[src/rtl/irrigation_pkg.sv]
// Shared definitions for the irrigation blocks: water tank states and probe geometry.
package irrigation_pkg;

  localparam int unsigned PROBE_COUNT = 7;
  localparam int unsigned LEVEL_WIDTH = 3;

  typedef enum logic [1:0] {
    StNormal  = 2'd0,
    StFilling = 2'd1,
    StFault   = 2'd2
  } tank_state_e;

  // True when the vector is 0...01...1; all-zero counts as legal.
  function automatic logic is_thermometer(input logic [PROBE_COUNT-1:0] code);
    logic [PROBE_COUNT-1:0] code_inc;
    code_inc = code + PROBE_COUNT'(1);
    return (code & code_inc) == '0;
  endfunction

  // Number of set bits; only meaningful as a level for thermometer codes.
  function automatic logic [LEVEL_WIDTH-1:0] ones_count(input logic [PROBE_COUNT-1:0] code);
    logic [LEVEL_WIDTH-1:0] acc;
    acc = '0;
    for (int i = 0; i < PROBE_COUNT; i++) begin
      acc = acc + LEVEL_WIDTH'(code[i]);
    end
    return acc;
  endfunction

endpackage

[src/rtl/probe_debouncer.sv]
// One water probe: 2-flop synchroniser, sample-tick debounce counter and debounced value.
module probe_debouncer #(
  parameter int unsigned DEBOUNCE_SAMPLES = 4
) (
  input  logic clock,
  input  logic reset,
  input  logic sample_tick,
  input  logic probe,
  output logic debounced
);

  localparam logic [3:0] Threshold = 4'(DEBOUNCE_SAMPLES);

  logic       sync1_q, sync2_q;
  logic       deb_q, deb_d;
  logic [3:0] cnt_q, cnt_d;
  logic [3:0] cnt_inc;

  // Synchroniser stages run every clock; debounce state only moves on ticks.
  always_ff @(posedge clock) begin
    if (reset) begin
      sync1_q <= 1'b0;
      sync2_q <= 1'b0;
      deb_q   <= 1'b0;
      cnt_q   <= 4'd0;
    end else begin
      sync1_q <= probe;
      sync2_q <= sync1_q;
      deb_q   <= deb_d;
      cnt_q   <= cnt_d;
    end
  end

  // Count disagreeing ticks; flipping on the threshold clears the count so it never wraps.
  always_comb begin
    deb_d   = deb_q;
    cnt_d   = cnt_q;
    cnt_inc = cnt_q + 4'd1;
    if (sample_tick) begin
      if (sync2_q == deb_q) begin
        cnt_d = 4'd0;
      end else if (cnt_inc >= Threshold) begin
        deb_d = ~deb_q;
        cnt_d = 4'd0;
      end else begin
        cnt_d = cnt_inc;
      end
    end
  end

  assign debounced = deb_q;

endmodule

[src/rtl/water_level_monitor.sv]
// Water tank level monitor: debounces seven thermometer probes, validates the code,
// and derives the watering/filling conditions with fill hysteresis.
// Optional STICKY_FAULT_EN: a probe fault latches until reset.
module water_level_monitor
  import irrigation_pkg::*;
#(
  parameter int unsigned DEBOUNCE_SAMPLES = 4,
  parameter int unsigned DRY_MARK         = 1,
  parameter int unsigned LOW_MARK         = 2,
  parameter int unsigned HIGH_MARK        = 6
) (
  input  logic                   clock,
  input  logic                   reset,
  input  logic                   sample_tick,
  input  logic [PROBE_COUNT-1:0] probe,
  output logic [LEVEL_WIDTH-1:0] water_level,
  output logic                   watering_condition,
  output logic                   filling_condition,
  output logic                   probe_fault
);

  localparam logic [LEVEL_WIDTH-1:0] DryMark  = LEVEL_WIDTH'(DRY_MARK);
  localparam logic [LEVEL_WIDTH-1:0] LowMark  = LEVEL_WIDTH'(LOW_MARK);
  localparam logic [LEVEL_WIDTH-1:0] HighMark = LEVEL_WIDTH'(HIGH_MARK);

  logic [PROBE_COUNT-1:0] deb_vec;
  logic                   code_legal;
  logic [LEVEL_WIDTH-1:0] level_q, level_d;
  logic                   fault_q, fault_d;
  tank_state_e            state_q, state_d;
  logic                   watering_q, watering_d;
  logic                   filling_q, filling_d;

  for (genvar g = 0; g < PROBE_COUNT; g++) begin : g_probe
    probe_debouncer #(
      .DEBOUNCE_SAMPLES(DEBOUNCE_SAMPLES)
    ) u_probe_debouncer (
      .clock      (clock),
      .reset      (reset),
      .sample_tick(sample_tick),
      .probe      (probe[g]),
      .debounced  (deb_vec[g])
    );
  end

  // Code check on the combined vector, so simultaneous flips never look illegal.
  always_comb begin
    code_legal = is_thermometer(deb_vec);
    level_d    = code_legal ? ones_count(deb_vec) : level_q;
`ifdef STICKY_FAULT_EN
    fault_d    = fault_q | ~code_legal;
`else
    fault_d    = ~code_legal;
`endif
  end

  // State register plus registered level, fault and condition outputs.
  always_ff @(posedge clock) begin
    if (reset) begin
      level_q    <= '0;
      fault_q    <= 1'b0;
      state_q    <= StNormal;
      watering_q <= 1'b0;
      filling_q  <= 1'b0;
    end else begin
      level_q    <= level_d;
      fault_q    <= fault_d;
      state_q    <= state_d;
      watering_q <= watering_d;
      filling_q  <= filling_d;
    end
  end

  // Next state from the registered level/fault; fault overrides the mark comparisons.
  always_comb begin
    state_d = state_q;
    if (fault_q) begin
      state_d = StFault;
    end else begin
      unique case (state_q)
        StNormal:  if (level_q <= LowMark)  state_d = StFilling;
        StFilling: if (level_q >= HighMark) state_d = StNormal;
`ifdef STICKY_FAULT_EN
        StFault:   state_d = StFault;
`else
        // Leave FAULT unconditionally; marks are judged from the next cycle.
        StFault:   state_d = StNormal;
`endif
        default:   state_d = StNormal;
      endcase
    end
  end

  // Conditions derived from the next state so they land together with the state.
  always_comb begin
    filling_d  = (state_d == StFilling);
    watering_d = (state_d != StFault) && (level_q > DryMark);
  end

  assign water_level        = level_q;
  assign probe_fault        = fault_q;
  assign watering_condition = watering_q;
  assign filling_condition  = filling_q;

endmodule

[config.mk]
export PLATFORM = sky130hd
export DESIGN_NAME = water_level_monitor
export DESIGN_NICKNAME = d
export VERILOG_FILES = /design/src/rtl/irrigation_pkg.sv /design/src/rtl/probe_debouncer.sv /design/src/rtl/water_level_monitor.sv
export SDC_FILE = /design/constraint.sdc
export NUM_CORES = 1
export LEC_CHECK = 0
export BUFFER_PORTS_ARGS = -buffer_cell sky130_fd_sc_hd__buf_2
export CORE_MARGIN = 10
export CORE_UTILIZATION = 35
export CTS_CLUSTER_DIAMETER = 60
export DETAILED_ROUTE_END_ITERATION = 6
export PLACE_DENSITY = 0.56
export RECOVER_POWER = 50
export SLEW_MARGIN = 30
export SYNTH_ARGS = -nofsm -noshare
export SYNTH_HDL_FRONTEND = slang
export SYNTH_SLANG_ARGS = --single-unit
[constraint.sdc]
create_clock -name clock -period 3.4 [get_ports clock]
set_input_delay 0.68 -clock clock [delete_from_list [all_inputs] [get_ports clock]]
set_output_delay 0.68 -clock clock [all_outputs]
set_load 0.005 [all_outputs]
==> results of run 1 <==
==> cell usage after synthesis, drive strengths merged <==
master   number  area share
a221oi        1      0.0058
o21ai         6       0.012
nor2b        16       0.039
and2         12       0.029
nand2b       21       0.051
o31ai         2      0.0058
a31oi         1      0.0024
and4          2      0.0068
xor2          5       0.017
a21boi        8       0.023
o2111ai       4       0.014
nand3         3      0.0058
a21o          5       0.015
o31a          2      0.0068
nor2         14       0.020
clkbuf        7       0.010
a21oi        11       0.021
nand2        18       0.026
fa            4       0.031
ha            9       0.044
and3b         2      0.0068
nand3b        2      0.0058
or3b          5       0.017
xnor2         2      0.0068
inv          19       0.028
o32ai         2      0.0068
dfxtp        57        0.44
o41ai         6       0.020
mux2i        12       0.047
nor3         11       0.021
nor3b         1      0.0073
buf           3      0.0058
==> sequential cells by signal (all words and copies together) (netlist names) <==
name and cells:
probe_fault 1, state_q 2, watering_condition 1, water_level 3
g_probe.u_probe_debouncer.cnt_q 28, filling_condition 1, g_probe.u_probe_debouncer.sync2_q 7, g_probe.u_probe_debouncer.debounced 7
g_probe.u_probe_debouncer.sync1_q 7
==> layer usage <==
layer	vias up	wire (um)
met5	-	0
met3	8	207
met1	855	2150
li1	959	-
met2	32	2020
met4	0	58
==> final cells by class <==
class | count | share of cell area
clock buffers | 12 | 0.0528
inverters | 19 | 0.0243
well taps | 99 | 0.0422
multi-input cells | 187 | 0.451
repair buffers | 16 | 0.0277
flip-flops and latches | 57 | 0.388
clock inverters | 3 | 0.0136
==> logic make-up after synthesis <==
group / after synthesis
and+or+nand+nor: 107
DFF: 57
buffers and inverters: 29
adders and majority gates: 13
AOI/OAI and AO/OA: 48
muxes: 12
xor gates and xnor gates: 7
==> worst reg2reg max path, cell delays in order (launching register included) <==
cell and delay (ns):
dfxtp_1 0.43, inv_1 0.11, fa_1 0.49, fa_1 0.49
inv_1 0.05, fa_1 0.38, fa_1 0.50, nand2b_1 0.05
mux2i_1 0.12
==> power by group through the flow <==
stage               Combinational (mW)  Sequential, mW  Clock, mW
floorplan                       0.0343           0.698          0
global placement                0.0473           0.700          0
detailed placement              0.0478           0.700          0
CTS                             0.0478           0.685      0.643
global route                    0.0528           0.686      0.675
finish                          0.0467           0.685      0.619
==> per-stage QoR <==
| step | cells | total power [mW] | util | hold WS (ns) |
|---|---|---|---|---|
| after global placement | 378 | 0.747 | 0.380 | 0.416 |
| after CTS | 393 | 1.38 | 0.407 | 0.441 |
| after detailed placement | 378 | 0.748 | 0.380 | 0.427 |
| final | 393 | 1.35 | 0.407 | 0.436 |
| after global routing | 393 | 1.41 | 0.407 | 0.453 |
| after floorplan | 273 | 0.733 | - | 0.414 |
==> final timing paths <==
kind / startpoint / endpoint / slack (ns) / cells after the start
worst max-delay path: reset / g_probe[2].u_probe_debouncer.cnt_q[1] / 0.69 / 5
worst min-delay path: g_probe[5].u_probe_debouncer.sync1_q / g_probe[5].u_probe_debouncer.sync2_q / 0.44 / 1
worst max register to register: g_probe[0].u_probe_debouncer.debounced / water_level[1] / 0.71 / 8
worst min register to register: g_probe[5].u_probe_debouncer.sync1_q / g_probe[5].u_probe_debouncer.sync2_q / 0.44 / 1
==> impl_metrics.py, run 1 <==
metrics = {
    "routing": {
        "wl_per_cell_um": 11.3,
        "routed_wl_mm": 4.44,
        "drc": 0,
        "viasPerCell": 4.72,
        "via_count": 1854,
        "ant_nets": 0,
        "drtIter0Drc": 38,
        "drt_pass1_iterations": 4,
    },
    "setup_path": {
        "end_kind": "register",
        "cp_top_family": "buffers and inverters",
        "crit_buf_inv": 2,
        "critPathSlowestCell": "clkbuf_1",
        "cp_data_required_time_ns": 3.53,
        "crit_arrival_ns": 2.84,
        "cp_max_fo": 58,
        "critical_path_class": "in2reg",
        "slowest_delay_ns": 1.50,
        "cp_cell_sequence": "clkbuf_1, nor2_1, buf_4, nand2_1, o41ai_1",
        "crit_path_start_kind": "input pin",
    },
    "cells_and_area": {
        "post_route_cells_drive_above_1_share": 0.119,
        "area_growth_pct": 13.9,
        "antenna_cells": 0,
        "nets": 313,
        "final_common_cell": "dfxtp_1",
        "final_cell_mix": "dfxtp_1, nand2b_1, inv_1, nand2_1, nor2b_1",
        "final-seq-area_um2": 1140,
        "final_area_um2": 2940,
        "multi_input_area_um2": 1330,
        "fillers": 755,
    },
    "clock_network": {
        "cts.path.max_buffers": 2,
        "hold_buffers": 0,
        "clkSinkCount": 57,
        "numCtsBuffers": 9,
        "ctsResizeCount": 0,
        "htreeDepth": 3,
        "cts_post_setup_buffers_inserted": 0,
        "root_buffer": "clkbuf_8",
        "clk_latency_ns": 0.33,
        "tritoncts": "yes",
        "clk_transition_reported_paths_ns": 0.06,
    },
    "place": {
        "place_ws_ns": 0.700,
        "place_area_um2": 2740,
        "gp_congestion": 0.745,
        "dp_hpwl_mm": 3.08,
        "port_buffers": 15,
    },
    "power_and_ir_drop": {
        "pwr-share-seq": 0.507,
        "swShare": 0.207,
        "power_switching_mw": 0.279,
        "leakage_nw": 1.18,
        "powerDensity_nw_per_um2": 460,
        "pwr-share-comb": 0.035,
        "peakVddDrop_mv": 0.340,
        "clockPowerShare": 0.458,
        "internal-power_mw": 1.07,
    },
    "synthesis": {
        "synthXorXnorAreaFrac": 0.0238,
        "ys_seq_elements": 57,
        "netlist_area_um2": 2580,
        "avgSynthCellArea_um2": 9.45,
        "syn_inst": 273,
        "synth_warnings": 0,
        "synthAdderAreaFrac": 0.0747,
        "synth-seq-area-share": 0.443,
        "yosys.area_share.simple": 0.236,
        "synth_cell_types": 34,
        "synth_top_family_by_area": "simple AND/OR/NAND/NOR gates",
        "syn_nets": 296,
        "yosys-mux-area-fraction": 0.0466,
        "synth_compound_area_frac": 0.132,
    },
    "worst_hold_path": {
        "min_path_type": "reg2reg",
    },
    "die": {
        "die_width_um": 106,
        "die-area_um2": 11200,
        "core.rowCount": 31,
        "coreArea_um2": 7210,
        "start_util": 0.357,
        "die_y_um": 106,
        "io_pins": 16,
    },
    "sta": {
        "worst_slack_ns": 0.693,
        "rsz0062_at_grt": "no",
        "slew_headroom": -0.431,
        "hold_viol_final": 0,
        "skew_ns": 0.00477,
        "worstMarginPinSlew_ns": 2.15,
        "min_period_ns": 2.71,
        "post-route-period-util": 0.796,
        "fmax_ghz": 0.369,
        "tns_ns": 0,
        "maxSlewViolCount": 59,
        "finalSetupViolations": 0,
    },
    "global_routing": {
        "antenna_found_initial": 0,
        "overflow": 0,
        "grtUsageTotal": 0.0862,
        "met3_usage": 0.0463,
        "grt_max_degree": 59,
        "use_met2": 0.130,
        "grt_pass1_wl_mm": 7.85,
        "met1_usage": 0.0996,
        "grt_busiest_layer": "met2",
        "grt_pass1_vias": 1779,
    },
    "run_status": {
        "outcome": "finished with violations",
        "violations": "max-capacitance violations, max-slew violations",
    },
    "flow_run": {
        "max_cap_viol_count": 1,
    },
}
Note: power is estimated with default switching activity, not from simulation.
==> run 2: changes to the inputs <==
==> constraint.sdc (replaced) <==
create_clock -name clock -period 2.8 [get_ports clock]
set_input_delay 0.56 -clock clock [delete_from_list [all_inputs] [get_ports clock]]
set_output_delay 0.56 -clock clock [all_outputs]
set_load 0.005 [all_outputs]
==> impl_metrics.py, run 2 (same netlist as run 1, synthesis figures left out) <==
metrics = {
    "run_status": {
        "outcome": "finished clean",
    },
    "routing": {
        "drtIter0Drc": 79,
        "wl_per_cell_um": 11.3,
        "ant_nets": 0,
        "viasPerCell": 4.65,
        "via_count": 1851,
        "drt_pass1_iterations": 4,
        "drc": 0,
        "routed_wl_mm": 4.48,
    },
    "die": {
        "io_pins": 16,
        "core.rowCount": 31,
        "start_util": 0.357,
        "die_width_um": 106,
        "coreArea_um2": 7210,
        "die_y_um": 106,
        "die-area_um2": 11200,
    },
    "cells_and_area": {
        "final_cell_mix": "dfxtp_1, nand2b_1, inv_1, nand2_1, nor2b_1",
        "fillers": 756,
        "post_route_cells_drive_above_1_share": 0.124,
        "nets": 317,
        "antenna_cells": 0,
        "largest_register": "g_probe.u_probe_debouncer.cnt_q",
        "final_common_cell": "dfxtp_1",
        "area_growth_pct": 15.1,
        "largest_reg_flops": 28,
    },
    "flow_run": {
        "max_cap_viol_count": 0,
    },
    "clock_network": {
        "numCtsBuffers": 9,
        "htreeDepth": 3,
        "tritoncts": "yes",
        "ctsResizeCount": 0,
        "root_buffer": "clkbuf_8",
        "hold_buffers": 0,
        "cts.path.max_buffers": 2,
        "clkSinkCount": 57,
        "cts_post_setup_buffers_inserted": 0,
        "clk_latency_ns": 0.33,
        "clk_transition_reported_paths_ns": 0.06,
    },
    "place": {
        "dp_hpwl_mm": 3.16,
        "port_buffers": 15,
        "gp_congestion": 0.726,
    },
    "sta": {
        "min_period_ns": 2.54,
        "timing.hold.ws_ns": 0.432,
        "tns_ns": 0,
        "post-route-period-util": 0.906,
        "finalSetupViolations": 0,
        "maxSlewViolCount": 0,
        "hold_viol_final": 0,
        "rsz0062_at_grt": "no",
        "skew_ns": 0.00536,
        "slew_headroom": 0.183,
        "fmax_ghz": 0.394,
        "worstMarginPinSlew_ns": 1.22,
    },
    "worst_hold_path": {
        "hold_start": "probe[6]",
        "min_path_type": "in2reg",
    },
    "global_routing": {
        "grt_pass1_vias": 1790,
        "grtUsageTotal": 0.0885,
        "grt_pass1_wl_mm": 8.03,
        "grt_max_degree": 32,
        "antenna_found_initial": 0,
        "overflow": 0,
    },
    "power_and_ir_drop": {
        "leakage_nw": 1.19,
        "peakVddDrop_mv": 0.358,
        "powerDensity_nw_per_um2": 542,
    },
    "setup_path": {
        "crit_path_start_kind": "register",
        "end_kind": "register",
        "r2r_slack_ns": 0.26,
        "rr_worst_depth": 8,
        "critical_path_class": "reg2reg",
        "crit_arrival_ns": 2.80,
        "cp_max_fo": 2,
        "r2r-start": "g_probe[0].u_probe_debouncer.debounced",
        "timing.rr.end": "water_level[1]",
        "endpoint": "water_level[1]",
        "cp_data_required_time_ns": 3.06,
        "startpoint": "g_probe[0].u_probe_debouncer.debounced",
    },
}
[run 2: critical path: stages (launching register included)]
cell      delay (ns)
dfxtp_1         0.33
inv_1           0.07
fa_1            0.49
fa_1            0.49
inv_1           0.05
fa_1            0.38
fa_1            0.49
nand2b_1        0.05
mux2i_1         0.13
[run 2: worst min path at each step]
| stage | to | slack (ns) | depth (start not counted) |
|---|---|---|---|
| after floorplan | g_probe[0].u_probe_debouncer.sync2_q | 0.41 | 1 |
| after global placement | g_probe[0].u_probe_debouncer.sync2_q | 0.42 | 1 |
| after detailed placement | g_probe[2].u_probe_debouncer.sync2_q | 0.42 | 1 |
| after CTS | g_probe[1].u_probe_debouncer.sync1_q | 0.42 | 2 |
| after global routing | g_probe[3].u_probe_debouncer.sync1_q | 0.44 | 2 |
| final | g_probe[6].u_probe_debouncer.sync1_q | 0.43 | 2 |
[run 2: power breakdown]
group	switching (mW)	leakage, nW	internal (mW)
Sequential	0.00690	0.463	0.825
Combinational	0.0327	0.629	0.0265
Clock	0.304	0.102	0.415
Total	0.343	1.19	1.27
[run 2: final cells by class]
type / instances / area [um2] / share of cell area
Timing Repair Buffer: 20 / 115 / 0.0388
Tap cell: 99 / 124 / 0.0417
Clock buffer: 14 / 183 / 0.0615
Sequential cell: 57 / 1140 / 0.384
Multi-Input combinational cell: 187 / 1330 / 0.446
Clock inverter: 2 / 10.0 / 0.00337
Inverter: 19 / 71.3 / 0.0240
[run 2: per-stage QoR]
stage | worst slack [ns] | total power [mW] | utilization | area (um2) | std cells
6_report | 0.262 | 1.61 | 0.412 | 2970 | 398
3_5_place_dp | 0.264 | 0.912 | 0.386 | 2790 | 382
2_1_floorplan | 0.259 | 0.890 | - | 2580 | 273
4_1_cts | 0.244 | 1.64 | 0.413 | 2980 | 398
3_3_place_gp | 0.296 | 0.911 | 0.386 | 2790 | 382
5_1_grt | 0.129 | 1.69 | 0.412 | 2970 | 398
[run 2: per-layer routing]
metal  up-vias  GRT usage  part of all wire
li1        972          -                 -
met1       844      0.103              0.49
met2        22      0.138              0.44
met3        13     0.0256             0.035
met4         0     0.0609             0.032
met5         -          0                 0
